==> src/rtl/spu_ldst_arb_if.sv <==
// SPU -> LSU ld/st packet channel bundle.
// Requester side, grant pulses and the LSU packet/ack path.
interface spu_ldst_arb_if #(
    parameter int NREQ = 4,
    parameter int PW   = 123
);
    logic [NREQ-1:0]    req_vld;
    logic [NREQ*PW-1:0] req_pckt;
    logic [NREQ-1:0]    arb_grant;
    logic               ldst_pckt_vld;
    logic [PW-1:0]      ldst_pckt;
    logic               lsu_ldst_ack;

    modport master (
        input  req_vld, req_pckt, lsu_ldst_ack,
        output arb_grant, ldst_pckt_vld, ldst_pckt
    );

    modport slave (
        output req_vld, req_pckt, lsu_ldst_ack,
        input  arb_grant, ldst_pckt_vld, ldst_pckt
    );
endinterface

==> src/rtl/spu_ldst_arb.sv <==
// Round-robin SPU ld/st packet arbiter with credit-limited
// outstanding count, holding each packet until LSU ack.
module spu_ldst_arb #(
    parameter int NREQ      = 4,
    parameter int PW        = 123,
    parameter int MAX_OUTST = 8,
    parameter int CNTW      = 4
) (
    input  logic            rclk,
    input  logic            arst_l,
    spu_ldst_arb_if.master  bus,
    input  logic            cpx_rtn_vld,
    output logic [CNTW-1:0] outst_cnt,
    output logic            arb_busy,
    output logic            rtn_err
);
    localparam int IW = (NREQ > 1) ? $clog2(NREQ) : 1;

    typedef enum logic {IDLE, SEND} state_t;

    state_t          state, state_nxt;
    logic [IW-1:0]   last, last_nxt;
    logic [IW-1:0]   win_idx, cand;
    logic            win_vld;
    logic            can_grant;
    logic            acc_ack;
    logic [NREQ-1:0] grant_q, grant_nxt;
    logic            vld_q, vld_nxt;
    logic [PW-1:0]   pckt_q, pckt_nxt;
    logic [CNTW-1:0] cnt_q, cnt_nxt;
    logic            err_q, err_nxt;

    // first valid requester scanning upward from last+1
    always_comb begin
        win_vld = 1'b0;
        win_idx = last;
        cand    = last;
        for (int k = 1; k <= NREQ; k++) begin
            cand = IW'((int'(last) + k) % NREQ);
            if (!win_vld && bus.req_vld[cand]) begin
                win_vld = 1'b1;
                win_idx = cand;
            end
        end
    end

    assign can_grant = (state == IDLE) && win_vld &&
                       (cnt_q < CNTW'(MAX_OUTST));
    assign acc_ack   = (state == SEND) && bus.lsu_ldst_ack;

    // state register
    always_ff @(posedge rclk or negedge arst_l) begin
        if (!arst_l) state <= IDLE;
        else         state <= state_nxt;
    end

    // next-state logic
    always_comb begin
        state_nxt = state;
        unique case (state)
            IDLE: if (can_grant) state_nxt = SEND;
            SEND: if (bus.lsu_ldst_ack) state_nxt = IDLE;
            default: state_nxt = IDLE;
        endcase
    end

    // next values for the registered outputs and the credit count
    always_comb begin
        grant_nxt = '0;
        vld_nxt   = vld_q;
        pckt_nxt  = pckt_q;
        last_nxt  = last;
        cnt_nxt   = cnt_q;
        err_nxt   = 1'b0;
        if (can_grant) begin
            grant_nxt = NREQ'(1) << win_idx;
            vld_nxt   = 1'b1;
            pckt_nxt  = bus.req_pckt[int'(win_idx)*PW +: PW];
            last_nxt  = win_idx;
        end
        if (acc_ack) vld_nxt = 1'b0;
        unique case (1'b1)
            acc_ack && !cpx_rtn_vld:
                cnt_nxt = cnt_q + CNTW'(1);
            !acc_ack && cpx_rtn_vld && (cnt_q != '0):
                cnt_nxt = cnt_q - CNTW'(1);
            !acc_ack && cpx_rtn_vld && (cnt_q == '0):
                err_nxt = 1'b1;
            default: cnt_nxt = cnt_q;
        endcase
    end

    // output and pointer registers
    always_ff @(posedge rclk or negedge arst_l) begin
        if (!arst_l) begin
            grant_q <= '0;
            vld_q   <= 1'b0;
            pckt_q  <= '0;
            last    <= IW'(NREQ - 1);
            cnt_q   <= '0;
            err_q   <= 1'b0;
        end else begin
            grant_q <= grant_nxt;
            vld_q   <= vld_nxt;
            pckt_q  <= pckt_nxt;
            last    <= last_nxt;
            cnt_q   <= cnt_nxt;
            err_q   <= err_nxt;
        end
    end

    assign bus.arb_grant     = grant_q;
    assign bus.ldst_pckt_vld = vld_q;
    assign bus.ldst_pckt     = pckt_q;
    assign outst_cnt         = cnt_q;
    assign rtn_err           = err_q;
    assign arb_busy          = (state == SEND);
endmodule

==> src/flat_wrapper.sv <==
// flat-port wrapper written by rule: the top's interface ports become plain ports
module spu_ldst_arb_flat 
#(
    parameter int NREQ      = 4,
    parameter int PW        = 123,
    parameter int MAX_OUTST = 8,
    parameter int CNTW      = 4
)
  (rclk, arst_l, cpx_rtn_vld, outst_cnt, arb_busy, rtn_err, bus_req_vld, bus_req_pckt, bus_lsu_ldst_ack, bus_arb_grant, bus_ldst_pckt_vld, bus_ldst_pckt);
  spu_ldst_arb_if #(.NREQ(NREQ), .PW(PW)) bus_i ();
  input  logic rclk;
  input  logic arst_l;
  input  logic cpx_rtn_vld;
  output logic [CNTW-1:0] outst_cnt;
  output logic arb_busy;
  output logic rtn_err;
  input wire logic [$bits(bus_i.req_vld)-1:0] bus_req_vld;
  input wire logic [$bits(bus_i.req_pckt)-1:0] bus_req_pckt;
  input wire logic [$bits(bus_i.lsu_ldst_ack)-1:0] bus_lsu_ldst_ack;
  output wire logic [$bits(bus_i.arb_grant)-1:0] bus_arb_grant;
  output wire logic [$bits(bus_i.ldst_pckt_vld)-1:0] bus_ldst_pckt_vld;
  output wire logic [$bits(bus_i.ldst_pckt)-1:0] bus_ldst_pckt;
  assign bus_i.req_vld = bus_req_vld;
  assign bus_i.req_pckt = bus_req_pckt;
  assign bus_i.lsu_ldst_ack = bus_lsu_ldst_ack;
  assign bus_arb_grant = bus_i.arb_grant;
  assign bus_ldst_pckt_vld = bus_i.ldst_pckt_vld;
  assign bus_ldst_pckt = bus_i.ldst_pckt;
  spu_ldst_arb #(.NREQ(NREQ), .PW(PW), .MAX_OUTST(MAX_OUTST), .CNTW(CNTW)) u_core (.rclk(rclk), .arst_l(arst_l), .bus(bus_i), .cpx_rtn_vld(cpx_rtn_vld), .outst_cnt(outst_cnt), .arb_busy(arb_busy), .rtn_err(rtn_err));
endmodule
==> config.mk <==
export PLATFORM = sky130hd
export DESIGN_NAME = spu_ldst_arb_flat
export DESIGN_NICKNAME = d
export VERILOG_FILES = /design/src/rtl/spu_ldst_arb_if.sv /design/src/rtl/spu_ldst_arb.sv /design/src/flat_wrapper.sv
export SDC_FILE = /design/constraint.sdc
export NUM_CORES = 1
export LEC_CHECK = 0
export CAP_MARGIN = 15
export CORE_AREA = 2 2 248 250
export CTS_BUF_LIST = sky130_fd_sc_hd__clkbuf_8 sky130_fd_sc_hd__clkbuf_16
export DETAILED_ROUTE_END_ITERATION = 6
export DIE_AREA = 0 0 250 252
export GPL_TIMING_DRIVEN = 0
export PLACE_DENSITY = 0.46
export SYNTH_ARGS = -nofsm -noshare
export SYNTH_HDL_FRONTEND = slang
export SYNTH_SLANG_ARGS = --single-unit
==> constraint.sdc <==
create_clock -name rclk -period 2.6 [get_ports rclk]
set_input_delay 0.39 -clock rclk [delete_from_list [all_inputs] [get_ports rclk]]
set_output_delay 0.39 -clock rclk [all_outputs]
set_load 0.02 [all_outputs]
* Word level (Yosys, flattened, before mapping)
Index checks and enable logic that the tools add are counted.
Word-level totals: latch bits 0, input bits 500, RAM bits 0, bits in read-only memories 0, memories kept 0, flip-flop bits (word level) 136, word-level logic and storage cells 65, output and inout port bits 134
Operators by class: $mul 1, shifts and indexed selects 2, equality and inequality tests 0, divide/modulo/power cells 0, muxes and demuxes 24, reductions and logical operators 19, order comparisons 5, add/sub/neg operators 6, bitwise gates (word level) 1
Operators with widths (number):
- 492-bit by 32-bit variable part select with 123-bit output | 1
- 1-bit 2-to-1 mux | 13
- 2-bit by 3-bit < comparator with 1-bit output (second input constant) | 4
- 1-bit logical AND | 10
- 2-bit by 7-bit multiplier with 9-bit output (second input constant) | 1
- 1-bit binary-select mux with 2-bit select | 4
- 2-bit 2-to-1 mux | 4
- 4-bit case mux with 2 select lines | 1
- 1-bit logical NOT | 5
- 2-bit by 1-bit adder with 2-bit output (second input constant) | 2
- 2-bit adder (second input constant) | 2
- 4-bit by 1-bit adder with 4-bit output (second input constant) | 1
- 4-bit logical NOT | 1
- 4-bit < comparator (second input constant) | 1
- 4-bit 2-to-1 mux | 1
- 2-bit nonzero test | 2
- 4-bit nonzero test | 1
- 1-bit by 2-bit << shifter with 4-bit output (first input constant) | 1
- 4-bit by 1-bit subtractor with 4-bit output (second input constant) | 1
- 1-bit case mux with 2 select lines | 1
- 1-bit inverter | 1

* Longest topological paths before layout
Gate-level depths: netlist (run 1).
depth after elaboration 17, depth in mapped cells 9, depth with buffers taken out 8

* Worst setup path before layout (run 1)
Ideal clock, no wire load.
path kind reg-to-reg, start point register u_core.cnt_q[0], in the netlist u_core.outst_cnt[0], end point register u_core.cnt_q[2], in the netlist u_core.outst_cnt[2], buffers on the path 0, period minus slack after synthesis 1.991 ns, data arrival time 1.912 ns, setup slack 0.609 ns, stages on the path, launching flop included 7, library setup time 0.080 ns, required time 2.520 ns, cell sequence dfrtp_1 > nor4_1 > nor3_1 > a21o_1 > ha_1 > o41ai_1 > xor2_1
On the way: cells in the longest elaborated chain, start to end 3, elaborated cells on any way between the ends 6, those cells by class add/sub: 2; mux: 1; reduce/logical: 3
Ends and longest elaborated chain:
- start, declared | RTL line spu_ldst_arb.sv:30 | logic [CNTW-1:0] cnt_q, cnt_nxt;
- start signal, assigned | RTL line spu_ldst_arb.sv:107 | cnt_q <= cnt_nxt;
- parallel branches: the longest is 3 deep, another holds 4-bit by 1-bit subtractor with 4-bit output
Parallel ways; which one is timed is not known. A chain may end at the register's enable or synchronous reset.

* Worst setup path in the final report (run 1)
start point register u_core.last[0], end point register u_core.pckt_q[6], in the netlist u_core.bus.ldst_pckt[6]
On the way: cells in the longest elaborated chain, start to end 15, elaborated cells on any way between the ends 30, those cells by class add/sub: 4; mul: 1; shift: 1; mux: 16; reduce/logical: 8
Ends and longest elaborated chain:
- start, declared | RTL line spu_ldst_arb.sv:22 | logic [IW-1:0] last, last_nxt;
- start signal, assigned | RTL line spu_ldst_arb.sv:99 | last <= IW'(NREQ - 1);
- start signal, assigned | RTL line spu_ldst_arb.sv:106 | last <= last_nxt;
- 2-bit by 1-bit adder with 2-bit output | RTL line spu_ldst_arb.sv:39 | cand = IW'((int'(last) + k) % NREQ);
- 1-bit binary-select mux with 2-bit select | RTL line spu_ldst_arb.sv:40 | if (!win_vld && bus.req_vld[cand]) begin
- 1-bit 2-to-1 mux (implied by the code) | RTL line spu_ldst_arb.sv:40
- 1-bit 2-to-1 mux | RTL line spu_ldst_arb.sv:40
- 1-bit logical NOT | RTL line spu_ldst_arb.sv:40
- 1-bit logical AND | RTL line spu_ldst_arb.sv:40
- 1-bit 2-to-1 mux | RTL line spu_ldst_arb.sv:40
- 1-bit logical NOT | RTL line spu_ldst_arb.sv:40
- 1-bit logical AND | RTL line spu_ldst_arb.sv:40
- 1-bit 2-to-1 mux | RTL line spu_ldst_arb.sv:40
- 1-bit logical NOT | RTL line spu_ldst_arb.sv:40
- 1-bit logical AND | RTL line spu_ldst_arb.sv:40
- 2-bit 2-to-1 mux or 1-bit 2-to-1 mux (tied branches) | RTL line spu_ldst_arb.sv:40
- 2-bit by 7-bit multiplier with 9-bit output or 1-bit logical AND (tied branches) | RTL line spu_ldst_arb.sv:78, spu_ldst_arb.sv:47
- 492-bit by 32-bit variable part select with 123-bit output or 1-bit logical AND (tied branches) | RTL line spu_ldst_arb.sv:78, spu_ldst_arb.sv:47
- end signal, assigned | RTL line spu_ldst_arb.sv:105 | pckt_q <= pckt_nxt;
- end, declared | RTL line spu_ldst_arb.sv:29 | logic [PW-1:0] pckt_q, pckt_nxt;
Parallel ways exist; a longest one is shown, timed or not. The select of a mux whose other input is x is not followed.

==> metrics.md, run 1 <==
| Metric | Value |
|---|---|
| Power per cell area | `roughly 1100 nW/um2` |
| TritonRoute pass-1 iters | `5` |
| Leakage | `6.98 nW` |
| Async set-reset flop share out of synthesis | `1.00` |
| GRT Total Usage | `0.152` |
| Post-synthesis sequential area ratio | `0.383` |
| First-pass GRT wire length | `69.3 mm` |
| Synth-to-Final Area Change | `89.2%` |
| Syn_nets | `around 1300` |
| Sequential Power Share | `0.205` |
| Final setup margin | `~0.13 ns` |
| Largest net degree at the start of global routing | `70` |
| Power Internal | `0.0103 W` |
| Routed WL per cell | `roughly 22 um` |
| Clock Latency Late Sink | `about 0.48 ns` |
| CTS tree | `yes` |
| Min-Delay Path Class | `input port to asynchronous set/reset pin` |
| Critical Path Sink Type | `flip-flop` |
| Main synth FF type | `dfrtp_1` |
| Htree depth | `4` |
| Tcrit/Tclk final | `0.948` |
| Detailed placer's ending HPWL | `a little under 40 mm` |
| Die area | `63000 um2` |
| Count of input and output buffers | `~630` |
| Synth Cell Area | `about 9000 um2` |
| Initial DRC Count | `~440` |
| Final hold slack | `around 0.46 ns` |
| CP startpoint kind | `flip-flop` |
| Core ar. | `60100 um2` |
| Slew Limit Fails | `0` |
| Place WS | `-0.750 ns` |
| Deepest clock path buffer count | `2` |
| Status | `completed` |
| Nets | `1916` |
| Crit-path max FO | `10` |
| Final Hold Fails | `0` |
| Clk pwr share | `0.128` |
| Total clock buffers created by CTS | `17` |
| Vias in the first global route | `9706` |
| Fillers | `approximately 6300` |
| Post-Synthesis Cells | `760` |
| VDD IR-drop max | `between 500 and 600 uV` |
| Layout cells sized above 1 | `0.105` |
| Die X | `roughly 250 um` |
| Number of synthesized flops with an enable pin | `0` |
| Mapped Avg Cell Area | `~12 um2` |
| Minimum clock period | `2.47 ns` |
| Placement row count | `90` |
| Initial antenna violation count | `3` |
| Post-synthesis register bit count | `between 100 and 150` |
| Total power | `~0.019 W` |
| # DRC | `0` |
| Sw Ratio | `0.447` |
| P_sw | `around 0.0083 W` |
| Setup violators final | `0` |
| FMAX | `about 410 MHz` |
| Setup Skew | `about 0.011 ns` |
| Via count | `~9000` |
| Root Buffer | `clkbuf_16` |
| Logic pwr share | `0.667` |
| CTS Sinks | `between 100 and 150` |
| Worst EP arrival | `roughly 2.8 ns` |
| Top Ports | `around 630` |
| Initial Utilization | `0.148` |
| Slew HR | `0.321` |
| Setup_tns | `0 ns` |
| Die Ht | `between 200 and 300 um` |
| Grt total ovfl | `0` |
| Fin util | `0.280` |
| Max-Cap Viols | `0` |
| Reg clk slew, reported paths | `0.06 ns` |
| Antenna-violating nets left | `0` |
| Warnings from Yosys | `0` |
| WL final | `between 40 and 50 mm` |
| Via-per-instance ratio | `just over 4` |
| RSZ-0062 raised after global routing | `false` |
| Worst Setup Path Type | `flip-flop to flip-flop` |
| Unique masters post-synth | `41` |
| Final GP Congestion | `between 0.8 and 0.9` |
| Worst slew pin tran | `approximately 1 ns` |
| WP data required | `slightly below 3 ns` |
## layout by cell type (no fill, tap or decap), types with 2 or more instances in the layout
cell             instances
nand2_1                130
clkinvlp_4               3
clkbuf_16               17
buf_4                    3
nand3b_1                 3
o21ai_1                  4
clkbuf_2                 3
o221ai_1                67
buf_8                   11
a21oi_1                  4
inv_1                    8
dfstp_2                  2
buf_2                   14
clkdlybuf4s50_1        632
buf_12                  19
nor2b_1                  2
clkbuf_1                17
o21ai_0                  3
nand2b_1                 4
o221ai_2                57
diode_2                  2
xor2_1                   2
o41ai_1                  2
dfrtp_1                134
clkbuf_8                 2
mux2i_1                246
clkbuf_4                 5
nor2_1                   7
clkinv_2                 4
## routing by layer
layer | wire [um] | part of all wire | vias up | global-route usage
li1 | - | - | 4224 | -
met5 | 14 | 0.00028 | - | 0
met4 | 946 | 0.019 | 2 | 0.0447
met3 | 3360 | 0.068 | 49 | 0.0478
met1 | 19400 | 0.39 | 4349 | 0.171
met2 | 25500 | 0.52 | 359 | 0.276
## power groups by stage
| stage | Sequential (W) | Clock [W] | Combinational (W) |
|---|---|---|---|
| after floorplan | 0.00500 | 0 | 0.00615 |
| after global placement | 0.00383 | 0 | 0.0126 |
| after detailed placement | 0.00385 | 0 | 0.0127 |
| after CTS | 0.00383 | 0.00253 | 0.0127 |
| after global routing | 0.00395 | 0.00260 | 0.0132 |
| final | 0.00382 | 0.00240 | 0.0124 |
## synth_stat cells (2+ instances only)
cell type  instances  area share
xor2_1             2      0.0020
nand2_1          130       0.055
o221ai_2          57       0.096
mux2i_1          247        0.28
buf_2             14      0.0079
nor2b_1            2      0.0014
nand2b_1           4      0.0028
a21oi_1            4      0.0023
o41ai_1            2      0.0020
o221ai_1          67       0.066
nor2_1             7      0.0030
nand3b_1           3      0.0025
o21ai_1            4      0.0023
inv_1              3      0.0013
clkbuf_4           5      0.0042
dfstp_2            2      0.0059
dfrtp_1          134        0.38
buf_8              9       0.015
o21ai_0            3      0.0017
clkbuf_1          20      0.0084
buf_12            19       0.043
buf_4              3      0.0025
## cells by family after synthesis
logic type                 share of synthesized area
muxes                                          0.279
xor gates and xnor gates                     0.00296
AOI/OAI and AO/OA                              0.177
and+or+nand+nor                               0.0719
adders and majority gates                    0.00141
buffers and inverters                         0.0840
DFF                                            0.383
## stage by stage
| stage | instance area (um2) | cells |
|---|---|---|
| after global routing | 16800 | 2212 |
| after global placement | 16200 | 2175 |
| after detailed placement | 16300 | 2177 |
| after CTS | 16800 | 2210 |
| final | 16800 | 2212 |
| after floorplan | 8890 | 760 |
## sequential cells by signal, indices dropped and copies added, names as in the netlist
register / cells
u_core.arb_busy: 1
u_core.bus.arb_grant: 4
u_core.outst_cnt: 4
u_core.bus.ldst_pckt_vld: 1
u_core.last: 2
u_core.bus.ldst_pckt: 123
u_core.rtn_err: 1
## cell type report
cell class / instances / area [um2] / share of cell area
sequential: 136 / 3410 / 0.202
buffer: 71 / 736 / 0.0437
tap: 782 / 978 / 0.0582
clock inverter: 13 / 91.3 / 0.00543
multi-input combinational: 549 / 4740 / 0.282
timing repair buffer: 636 / 6390 / 0.380
antenna: 2 / 5.00 / 0.000298
clock buffer: 19 / 453 / 0.0269
inverter: 4 / 15.0 / 0.000893
## critical path: stages (launching register included)
cell and delay [ns]:
dfstp_2 0.51, buf_2 0.19, nor2b_1 0.08, o21a_1 0.18, nor3_2 0.16, buf_4 0.20
buf_12 0.23, buf_8 0.20, mux2i_1 0.43, o221ai_2 0.13
## repair_timing
item                                   4_1_cts  5_1_grt
gates resized for setup                      3        1
setup endpoints to repair                   27        1
endpoints found under the hold margin       66        0
setup buffers                                0        0
hold buffers                                 1        0
## worst paths after layout
kind,from,cells after the start,end,slack [ns]
min reg2reg,u_core.bus.ldst_pckt[15],2,u_core.bus.ldst_pckt[15],0.48
min,arst_l,2,u_core.bus.ldst_pckt[26],0.46
min in group rclk,u_core.bus.ldst_pckt[15],2,u_core.bus.ldst_pckt[15],0.48
max,u_core.last[0],9,u_core.bus.ldst_pckt[6],0.13
max in group asynchronous,arst_l,3,u_core.bus.ldst_pckt[89],1.30
max reg2reg,u_core.last[0],9,u_core.bus.ldst_pckt[6],0.13
No activity file was read; power rests on OpenSTA's default activity.
==> run 2, diff against run 1 <==
Settings changed: CORE_AREA 2 2 248 250 to 2 2 249 251, DIE_AREA 0 0 250 252 to 0 0 251 253.
Clock period 2.6 ns to 3 ns, I/O delays scaled along.
==> run 2 against run 1 <==
  * Clock power down 2%
  * Count of clock-buffer cells in the layout grew 1
  * Clock skew is 0.0042 ns lower
  * Hold slack improved by 0.021 ns
  * Power shrank 12%
  * Worst setup slack improved by 0.18 ns
  * Final area increased by 0.54%
  * Final cell count grew 0.41%
  * Largest cell class unchanged
==> metrics.md, run 2 (same netlist as run 1, synthesis figures left out) <==
| Metric | Value |
|---|---|
| Reg clk slew, reported paths | `0.07 ns (was 0.06 ns)` |
| Resized Gates After CTS | `0 (was 3)` |
| Die area | `63500 um2 (was 63000 um2)` |
| Worst EP arrival | `3.00 ns (was 2.81 ns)` |
| Max-Cap Viols | `0 (unchanged)` |
| Worst path bufs/invs | `3 (was 4)` |
| Final Hold Fails | `0 (unchanged)` |
| Worst slew pin tran | `1.02 ns (about the same)` |
| # DRC | `0 (unchanged)` |
| Largest net degree at the start of global routing | `72 (was 70)` |
| Largest stage delay, worst path | `0.79 ns (was 0.51 ns)` |
| GRT Total Usage | `0.146 (was 0.152)` |
| Via count | `8955 (was 8983)` |
| Root Buffer | `clkbuf_16 (unchanged)` |
| VDD IR-drop max | `445 uV (was 521 uV)` |
| CP startpoint kind | `input port (was flip-flop)` |
| Total clock buffers created by CTS | `17 (unchanged)` |
| Routed WL per cell | `21.4 um (was 22.2 um)` |
| Layout cells sized above 1 | `0.106 (was 0.105)` |
| Slew HR | `0.318 (was 0.321)` |
| Final cell count without fillers | `2221 (was 2212)` |
| First-pass GRT wire length | `66.8 mm (was 69.3 mm)` |
| Place WS | `-0.299 ns (was -0.750 ns)` |
| Slowest cell on crit path | `clkbuf_1 (was dfstp_2)` |
| CTS tree | `yes (unchanged)` |
| Via-per-instance ratio | `4.03 (was 4.06)` |
| Core ar. | `61000 um2 (was 60100 um2)` |
| Setup Skew | `0.00667 ns (was 0.0108 ns)` |
| Nets | `1916 (unchanged)` |
| Initial Utilization | `0.146 (was 0.148)` |
| Max FFs per register | `123 (unchanged)` |
| Crit-path max FO | `10 (unchanged)` |
| Status | `completed (unchanged)` |
| Minimum clock period | `2.69 ns` |
| Slew Limit Fails | `0 (unchanged)` |
| Final setup margin | `0.312 ns (was 0.135 ns)` |
| TritonRoute pass-1 iters | `4 (was 5)` |
| Total power | `0.0164 W (was 0.0187 W)` |
| Initial DRC Count | `371 (was 438)` |
| Vias in the first global route | `9634 (was 9706)` |
| CP delay by family, top | `buffers and inverters (unchanged)` |
| CTS Sinks | `136 (unchanged)` |
| Fillers | `6441 (was 6338)` |
| Deepest clock path buffer count | `2 (unchanged)` |
| Htree depth | `4 (unchanged)` |
| Count of input and output buffers | `633 (unchanged)` |
| Setup_tns | `0 ns (unchanged)` |
| Leakage | `6.99 nW (was 6.98 nW)` |
| Detailed placer's ending HPWL | `38.5 mm (was 39.2 mm)` |
| WP data required | `3.31 ns (was 2.95 ns)` |
| Initial antenna violation count | `2 (was 3)` |
| Tcrit/Tclk final | `0.896` |
| Worst Setup Path Type | `input port to flip-flop (was flip-flop to flip-flop)` |
| RSZ-0062 raised after global routing | `false (unchanged)` |
| Die Ht | `253 um (was 252 um)` |
| Grt total ovfl | `0 (unchanged)` |
| FMAX | `around 370 MHz` |
| Top Ports | `634 (unchanged)` |
| Antenna-violating nets left | `0 (unchanged)` |
| Clock Latency Late Sink | `0.48 ns (about the same)` |
| Synth-to-Final Area Change | `90.2% (was 89.2%)` |
| Die X | `251 um (was 250 um)` |
| Power per cell area | `967 nW/um2 (was 1110 nW/um2)` |
| Flop2flop setup slack | `0.41 ns (was 0.13 ns)` |
| DP Cell Count | `2185 (was 2177)` |
| Placement row count | `91 (was 90)` |
| Critical Path Sink Type | `flip-flop (unchanged)` |
| Most frequent cells in the layout | `clkdlybuf4s50_1, mux2i_1, dfrtp_1, nand2_1, o221ai_1 (unchanged)` |
| WL final | `47.6 mm (was 49.2 mm)` |
| Most common cell after layout, fill and taps aside | `clkdlybuf4s50_1 (unchanged)` |
| Cells along the critical path | `clkdlybuf4s50_1 > o41ai_4 > a21oi_1 > nand3b_1 > buf_4 > clkbuf_1 > o221ai_1 (was buf_2 > nor2b_1 > o21a_1 > nor3_2 > buf_4 > buf_12 > buf_8 > mux2i_1 > o221ai_2)` |
| Setup violators final | `0 (unchanged)` |
| Final GP Congestion | `0.826 (was 0.801)` |
| Min-Delay Path Class | `flip-flop to flip-flop (was input port to asynchronous set/reset pin)` |
[run 2: metal layers]
layer  vias to the layer above  wire length [um]  GRT usage
met5                         -                 0          0
met4                         0               969     0.0493
met3                        44              3040     0.0394
met2                       345             24800      0.265
met1                      4338             18800      0.164
li1                       4228                 -          -
[run 2: where the power goes]
group	internal (W)	switching, W	leakage [nW]	total, W
sequential	0.00278	0.000541	1.67	0.00332
combinational	0.00500	0.00568	5.03	0.0107
clock	0.00138	0.000981	0.296	0.00236
[run 2: worst paths after layout]
path,from,cells past startpoint,end
worst max-delay path,bus_req_vld[3],7,u_core.bus.ldst_pckt[65]
worst min-delay path,u_core.bus.ldst_pckt[110],2,u_core.bus.ldst_pckt[110]
worst max register to register,u_core.last[0],8,u_core.bus.ldst_pckt[54]
min in group asynchronous,arst_l,2,u_core.bus.ldst_pckt[21]
max in group asynchronous,arst_l,3,u_core.bus.ldst_pckt[89]
worst min register to register,u_core.bus.ldst_pckt[110],2,u_core.bus.ldst_pckt[110]
[run 2: area by class of cell]
class	instances	area, um2	share of cell area
diodes	3	7.51	0.000444
plain buffers	71	732	0.0433
clock buffers	20	467	0.0276
clock inverters	12	164	0.00969
inverters	4	15.0	0.000888
multi-input cells	549	4740	0.280
flip-flops and latches	136	3410	0.201
well taps	790	988	0.0584
repair buffers	636	6390	0.378
[run 2: metrics by stage]
step | util | cell area, um2 | hold slack [ns]
6_report | 0.277 | 16900 | 0.484
2_1_floorplan | - | 8890 | 0.154
5_1_grt | 0.277 | 16900 | 0.507
3_5_place_dp | 0.267 | 16300 | 0.464
3_3_place_gp | 0.266 | 16200 | 0.470
4_1_cts | 0.277 | 16900 | 0.490
[run 2: worst min-delay path, delay by kind of cell, from the launching register on]
kind,cells,cell delay [ns]
and+or+nand+nor,1,0.06
AOI/OAI and AO/OA,1,0.05
DFF,1,0.34
[run 2: timing repair]
item / CTS / global route
hold buffers: 1 / 0
hold endpoints to repair: 68 / 0
endpoints found under the setup margin: 0 / 0
setup buffers: 0 / 0
